===== config.mk =====
export PLATFORM = sky130hd
export DESIGN_NAME = mmio_sw_led_port
export DESIGN_NICKNAME = d
export VERILOG_FILES = /design/src/rtl/mmio_sw_led_pkg.sv /design/src/rtl/mmio_sw_led_port_debounce.sv /design/src/rtl/mmio_sw_led_port.sv
export SDC_FILE = /design/constraint.sdc
export NUM_CORES = 1
export LEC_CHECK = 0
export BUFFER_PORTS_ARGS = -buffer_cell sky130_fd_sc_hd__buf_4
export CAP_MARGIN = 20
export CORE_UTILIZATION = 30
export CTS_BUF_LIST = sky130_fd_sc_hd__clkbuf_4 sky130_fd_sc_hd__clkbuf_8 sky130_fd_sc_hd__clkbuf_16
export CTS_CLUSTER_DIAMETER = 80
export DETAILED_ROUTE_END_ITERATION = 12
export GPL_ROUTABILITY_DRIVEN = 0
export PLACE_DENSITY_LB_ADDON = 0.08
export SETUP_SLACK_MARGIN = 0.3
export SYNTH_ARGS = -nofsm -noshare
export SYNTH_HDL_FRONTEND = slang
export SYNTH_SLANG_ARGS = --single-unit
export TNS_END_PERCENT = 30

===== constraint.sdc =====
create_clock -name clk -period 1.6 [get_ports clk]
set_input_delay 0.16 -clock clk [delete_from_list [all_inputs] [get_ports clk]]
set_output_delay 0.16 -clock clk [all_outputs]
set_load 0.03 [all_outputs]

===== src/rtl/mmio_sw_led_pkg.sv =====
// Shared definitions for the memory-mapped switch/LED port: register map and I/O width.
package mmio_sw_led_pkg;

  localparam int IO_W = 8;

  typedef enum logic [1:0] {
    ADDR_SW_DATA  = 2'd0,
    ADDR_EDGE_CAP = 2'd1,
    ADDR_LEDR     = 2'd2,
    ADDR_IRQ_MASK = 2'd3
  } addr_e;

endpackage


===== src/rtl/mmio_sw_led_port_debounce.sv =====
// Two-flop synchroniser followed by a shared-counter debouncer for a switch bank.
module sw_debounce #(
  parameter int DEBOUNCE_CYCLES = 4,
  parameter int WIDTH           = 8
) (
  input  logic             clk,
  input  logic             reset,
  input  logic [WIDTH-1:0] sw,
  output logic [WIDTH-1:0] debounced,
  output logic [WIDTH-1:0] debounced_next
);

  localparam int CNT_W = (DEBOUNCE_CYCLES > 1) ? $clog2(DEBOUNCE_CYCLES) : 1;
  localparam logic [CNT_W-1:0] CNT_LAST = CNT_W'(DEBOUNCE_CYCLES - 1);

  logic [WIDTH-1:0] sync1;
  logic [WIDTH-1:0] sw_sync;
  logic [WIDTH-1:0] candidate;
  logic [CNT_W-1:0] cnt;

  // Exposed so the owner can see an update one cycle early and derive edges.
  always_comb begin
    debounced_next = debounced;
    if ((sw_sync == candidate) && (cnt == CNT_LAST)) begin
      debounced_next = candidate;
    end
  end

  always_ff @(posedge clk) begin
    if (!reset) begin
      sync1     <= '0;
      sw_sync   <= '0;
      candidate <= '0;
      cnt       <= '0;
      debounced <= '0;
    end else begin
      sync1     <= sw;
      sw_sync   <= sync1;
      debounced <= debounced_next;
      if (sw_sync != candidate) begin
        candidate <= sw_sync;
        cnt       <= '0;
      end else if (cnt != CNT_LAST) begin
        cnt <= cnt + 1'b1;
      end
    end
  end

endmodule


===== src/rtl/mmio_sw_led_port.sv =====
// Switch/LED bus responder: register file, one-cycle read path, edge capture and irq.
// Define MMIO_SW_EDGE_BOTH_EN to capture falling as well as rising switch edges.
module mmio_sw_led_port
  import mmio_sw_led_pkg::*;
#(
  parameter int DEBOUNCE_CYCLES = 4,
  parameter int DATA_W          = 16
) (
  input  logic              clk,
  input  logic              reset,
  input  logic [IO_W-1:0]   i_SW,
  input  logic [1:0]        i_addr,
  input  logic              i_read,
  input  logic              i_write,
  input  logic [DATA_W-1:0] i_wrdata,
  output logic [DATA_W-1:0] o_rddata,
  output logic              o_rdvalid,
  output logic [IO_W-1:0]   o_LEDR,
  output logic              o_irq
);

  logic [IO_W-1:0] deb;
  logic [IO_W-1:0] deb_next;
  logic [IO_W-1:0] edge_cap;
  logic [IO_W-1:0] irq_mask;
  logic [IO_W-1:0] set_bits;
  logic [IO_W-1:0] clr_bits;
  logic [IO_W-1:0] rd_sel;
  logic            rd_accept;
  addr_e           addr;

  sw_debounce #(
    .DEBOUNCE_CYCLES(DEBOUNCE_CYCLES),
    .WIDTH          (IO_W)
  ) u_debounce (
    .clk           (clk),
    .reset         (reset),
    .sw            (i_SW),
    .debounced     (deb),
    .debounced_next(deb_next)
  );

`ifdef MMIO_SW_EDGE_BOTH_EN
  assign set_bits = deb_next ^ deb;
`else
  assign set_bits = deb_next & ~deb;
`endif

  assign addr      = addr_e'(i_addr);
  // A simultaneous write wins over the read; the read is simply dropped.
  assign rd_accept = i_read && !i_write;

  always_comb begin
    clr_bits = '0;
    if (i_write && (addr == ADDR_EDGE_CAP)) begin
      clr_bits = i_wrdata[IO_W-1:0];
    end
  end

  always_comb begin
    rd_sel = '0;
    case (addr)
      ADDR_SW_DATA:  rd_sel = deb;
      ADDR_EDGE_CAP: rd_sel = edge_cap;
      ADDR_LEDR:     rd_sel = o_LEDR;
      ADDR_IRQ_MASK: rd_sel = irq_mask;
      default:       rd_sel = '0;
    endcase
  end

  always_ff @(posedge clk) begin
    if (!reset) begin
      o_LEDR    <= '0;
      edge_cap  <= '0;
      irq_mask  <= '0;
      o_rddata  <= '0;
      o_rdvalid <= 1'b0;
      o_irq     <= 1'b0;
    end else begin
      // Set is applied after clear so a same-cycle rise survives a W1C.
      edge_cap  <= (edge_cap & ~clr_bits) | set_bits;
      o_irq     <= |(edge_cap & irq_mask);
      o_rdvalid <= rd_accept;
      if (rd_accept) begin
        o_rddata <= {{(DATA_W - IO_W){1'b0}}, rd_sel};
      end
      if (i_write && (addr == ADDR_LEDR)) begin
        o_LEDR <= i_wrdata[IO_W-1:0];
      end
      if (i_write && (addr == ADDR_IRQ_MASK)) begin
        irq_mask <= i_wrdata[IO_W-1:0];
      end
    end
  end

endmodule


Word-level counts from Yosys, hierarchy flattened
Cells that the tools add are included.
{"block": "totals", "register_bits": 68, "word_cells": 38}
{"block": "classes", "n_bitwise": 7, "add_sub_neg": 1, "eq_ne": 7, "mux": 3, "reduce_logical": 9}
{"cell": "case mux 8 bit (4 select lines)", "count": 1}
{"cell": "bitwise AND 8 bit", "count": 3}
{"cell": "two-way mux 8 bit", "count": 2}
{"cell": "NOT 8 bit", "count": 2}
{"cell": "== test 8 bit", "count": 1}
{"cell": "!= test 8 bit", "count": 1}
{"cell": "bitwise OR 8 bit", "count": 1}
{"cell": "OR reduction 8 bit", "count": 1}
{"cell": "== test 2 bit (second input constant)", "count": 3}
{"cell": "logical AND 1 bit", "count": 5}
{"cell": "adder 2 x 1 -> 2 bit (second input constant)", "count": 1}
{"cell": "== test 2 x 1 -> 1 bit (second input constant)", "count": 1}
{"cell": "zero test 2 bit", "count": 1}
{"cell": "!= test 2 bit (second input constant)", "count": 1}
{"cell": "OR reduction 2 bit", "count": 1}
{"cell": "zero test 1 bit", "count": 1}
{"cell": "NOT 1 bit", "count": 1}

Longest topological paths before layout
{"block": "logic_depth", "depth_word": 6, "ltp_mapped": 5}

By module
A second synthesis with hierarchy kept.
{"block": "hier_totals", "hier_cells": 276, "area_unflattened_um2": 2891.5}
{"mod": "mmio_sw_led_port", "cells_each": 162, "area_per_inst_um2": 1619.1, "n_inst": 1}
{"mod": "sw_debounce", "cells_each": 114, "area_per_inst_um2": 1272.5, "n_inst": 1}

Worst setup path after synthesis
No wires, ideal clock.
{"block": "synth_timing", "path_kind": "reg-to-reg", "startpoint": "register u_debounce.candidate[6]", "endpoint": "register u_debounce.debounced[0]", "required_time_ns": 1.528, "t_arrival_ns": 1.324, "n_path_buf": 1, "stages_incl_launch_ff": 6, "period_less_slack_ns": 1.396, "setup_slack_ns": 0.204, "path_cell_list": "dfxtp_1 -> xor2_1 -> nor4_2 -> and4_1 -> buf_6 -> mux2i_1"}
{"block": "synth_via", "elab_chain_cells": 3}
{"item": "start: declaration", "line": "mmio_sw_led_port_debounce.sv:18", "rtl": "logic [WIDTH-1:0] candidate;"}
{"item": "start signal: assignment", "line": "mmio_sw_led_port_debounce.sv:41", "rtl": "candidate <= sw_sync;"}
{"item": "== test 8 bit", "line": "mmio_sw_led_port_debounce.sv:24", "rtl": "if ((sw_sync == candidate) && (cnt == CNT_LAST)) begin"}
{"item": "logical AND 1 bit", "line": "mmio_sw_led_port_debounce.sv:24"}
{"item": "two-way mux 8 bit", "line": "mmio_sw_led_port_debounce.sv:24"}
{"item": "end signal: assignment", "line": "mmio_sw_led_port_debounce.sv:39", "rtl": "debounced <= debounced_next;"}
{"item": "end: declaration", "line": "mmio_sw_led_port_debounce.sv:9", "rtl": "output logic [WIDTH-1:0] debounced,"}
No other way between the ends.
A chain may end at the register's enable or synchronous reset.

Final worst setup path
{"block": "layout_timing", "startpoint": "register u_debounce.sw_sync[4]", "endpoint": "register u_debounce.debounced[3]"}
{"block": "layout_via", "elab_chain_cells": 3}
{"item": "start: declaration", "line": "mmio_sw_led_port_debounce.sv:17", "rtl": "logic [WIDTH-1:0] sw_sync;"}
{"item": "start signal: assignment", "line": "mmio_sw_led_port_debounce.sv:38", "rtl": "sw_sync <= sync1;"}
{"item": "== test 8 bit", "line": "mmio_sw_led_port_debounce.sv:24"}
{"item": "logical AND 1 bit", "line": "mmio_sw_led_port_debounce.sv:24"}
{"item": "two-way mux 8 bit", "line": "mmio_sw_led_port_debounce.sv:24"}
No other way between the ends.

==> run summary <==
The run finished with clean final reports. In this run the clock root is driven by a clkbuf_8. The switching share of power came out at 23.0%. IR analysis of the VDD net gives a maximum drop of 0.596 mV.

In the final design database the tool counted 342 nets. From bottom edge to top edge, the die measures 96.7 µm. The total global-route track usage is 12.7%. Summing the sequential cell areas from Yosys gives 50.6% of the chip area.

The synthesized design devotes to its leading area cell type 50.6% of total area. The kind of start point of the critical path was a register. After layout, the minimum clock period comes to 1.47 ns. In this run the core area contains 34 standard-cell rows.

The synthesis-to-finish area growth is 23.9%, and the cell internal power dissipation is 0.00267 W. The die covers 0.00935 mm². After the first detailed-routing iteration, the DRC count stood at 46. Cells fill 38.4% of the core in the end. The H-tree generated during clock tree synthesis spans 3 levels. Entering global routing, the biggest net connects 55 pins.

The tools report the max-slew violation count as 0. In this run, distinct cell masters in the synthesized netlist total 27. The number of vias per cell after detailed routing was 4.60; the number of vias in the routed layout was 1945.

The clock share of power came out at 41.0%. The total negative slack for setup checks was 0 ns; the total wire length was 5.52 mm. The total of max-cap violations is 0.

The repair_antennas step left the layout with diodes totalling 0. For the number of optimization iterations in the first detailed-route pass, the log shows 3. The finished cells cover 0.00333 mm².

The synthesis warning total was 0; the global-route wire length before repair was 9.23 mm. The core outline area was 0.00868 mm². TritonCTS built the clock tree. The analysis attributes to net switching a power of 0.000797 W.

The tools report the count of final hold-check violations as 0. In the post-synthesis netlist, the biggest area contributors are dfxtp_1 (51%), mux2i_1 (9.3%), mux4_2 (6.7%), and2_1 (5.6%), nand2_1 (5.6%). Summed over all instances, the cell type with the most area after synthesis is dfxtp_1. Setup repair after global routing could not meet its margin everywhere. The number of endpoints failing setup at the final stage is 0, and the cell total after placement is 406. In the finished design, the share of the clock period the worst path needs comes to 91.7%. The total clock buffers created by CTS was 9.

The detail route stage leaves a number of antenna-violating nets equal to 0. Dividing the detail-routed wire length by the instance count gives 13.0 µm. After detailed routing, the number of remaining DRC violations is 0. In this run, synthesis produced a sequential element count of 68. In this run the static leakage power is 1.42 nW.

Cells with a size suffix above 1 make up 24.4% of the layout. The logs give 31.0% for the effective utilization at floorplan and 50.8% for the sequential fraction of design power. Dividing total power by cell area gives a power density of 1040 mW/mm².

The die is 96.7 µm wide. The total power was 0.00346 W. The tools report the via count of the first global-routing pass as 1942. The run gives 0.00269 mm² as the post-synthesis cell area. The number of clock sinks was 68. For the worst endpoint required time, the log shows 1.86 ns.

In this run the tool buffered the top-level ports with 39 buffer cells. Of the total power, combinational logic draws 8.2%. The number of standard cells in the final layout excluding fillers was 423.

The later pin in the worst-skew pair is clocked with a latency of 0.34 ns. STA classifies the critical path endpoint as a register. In the layout the commonest cells are dfxtp_1 (66), buf_4 (46), nand2_1 (40).

The register-to-register setup slack came out at 0.13 ns. The clock slew at the register clock pins of the worst setup and hold paths was 0.07 ns. In this run the worst hold path is classified as in2reg. The critical path start-end classification is reg2reg. Synthesis handed over a netlist of 267 instances.

Summed over all layers, the global routing overflow is 0. Once placement finished, the instance area stood at 0.00310 mm². The highest clock frequency the design can meet was 681 MHz. Leading cell type in the layout, fill and taps excluded: dfxtp_1. The logs give 0.0112 ns for the setup clock skew after layout and 1.73 ns for the arrival time of the worst setup path. Along the worst path, the maximum fanout reaches 8. 56 I/O pins were placed. In this run the deepest clock path goes through 2 buffers. Detailed placement ended at an HPWL of 3.95 mm. The initial antenna violation count is 0, and the post-synthesis average cell area is 10.1 µm².
-- flip-flops by register name, summed over array words and instances (netlist names) --
name,flops
edge_cap,8
irq_mask,8
o_LEDR,8
o_rddata,8
u_debounce.candidate,8
u_debounce.debounced,8
u_debounce.sw_sync,8
u_debounce.sync1,8
u_debounce.cnt,2
o_irq,1
o_rdvalid,1
-- layout make-up --
type	instances	area (µm²)
clock buffers	13	160
repair buffers	49	397
well taps	108	135
clock inverters	2	35.0
inverters	1	3.75
flip-flops and latches	68	1360
multi-input cells	182	1240
fillers	919	5350
-- metal layers --
layer  up-vias  GRT usage [%]  routed length [µm]
li1        972              -                   -
met1       935           15.2                2590
met2        31           20.7                2660
met3         7           4.19                 184
met4         0           5.51                  78
met5         -              0                   0
-- kinds of logic after synthesis --
family	share of synthesized area [%]
adders and majority gates	0.465
other	0.139
and+or+nand+nor	20.3
AOI/OAI and AO/OA	4.42
xor gates and xnor gates	2.93
DFF	50.6
buffers and inverters	5.07
muxes	16.0
-- cells in the mapped netlist --
cell type   n
and3b_1     1
nor2b_1     1
conb_1      1
nand4_1     2
clkbuf_1    8
and4_1      1
nand2b_1    1
nand2_1    40
ha_1        1
buf_1       1
a41oi_1     1
o21ai_0     8
and2_1     24
a21oi_1     8
nor2_1     21
clkinv_1    1
dfxtp_1    68
nor4_2      1
nand3_1     9
nand3b_1    9
mux2i_1    25
a22oi_1     4
buf_6       1
buf_4       9
xor2_1      9
buf_2       4
mux4_2      8
-- through the flow --
stage,hold WS (ns),worst slack [ns]
2_1_floorplan,0.287,0.227
3_3_place_gp,0.371,0.0951
4_1_cts,0.0138,0.116
6_report,0.0306,0.132
3_5_place_dp,0.375,0.0705
5_1_grt,0.00849,0.0362
-- power groups by stage --
stage | combinational [W] | sequential [W] | clock [W]
floorplan | 0.000173 | 0.00181 | 0
global route | 0.000310 | 0.00177 | 0.00156
detailed placement | 0.000275 | 0.00180 | 0
CTS | 0.000283 | 0.00176 | 0.00148
finish | 0.000283 | 0.00176 | 0.00142
global placement | 0.000274 | 0.00180 | 0
-- worst paths after layout --
kind                               startpoint                            endpoint  depth (start not counted)
max          u_debounce.sw_sync[4]$_SDFF_PN0_  u_debounce.debounced[3]$_SDFF_PN0_                          5
min                                   i_SW[4]      u_debounce.sync1[4]$_SDFF_PN0_                          2
max reg2reg  u_debounce.sw_sync[4]$_SDFF_PN0_  u_debounce.debounced[3]$_SDFF_PN0_                          5
min reg2reg    u_debounce.sync1[3]$_SDFF_PN0_    u_debounce.sw_sync[3]$_SDFF_PN0_                          1
-- critical path, cell delays in order (launching register included) --
cell and delay, ns:
dfxtp_2 0.34, xor2_2 0.18, nor4_4 0.29, and4_1 0.26, buf_12 0.14, mux2i_1 0.18
-- repair_timing --
item	in CTS	in global routing
gates cloned	0	0
gates resized for setup	1	6
hold buffers	0	0
buffers inserted	2	0
pin swaps	2	3
endpoints found under the setup margin	16	18
Note: power is estimated with default switching activity, not from simulation.
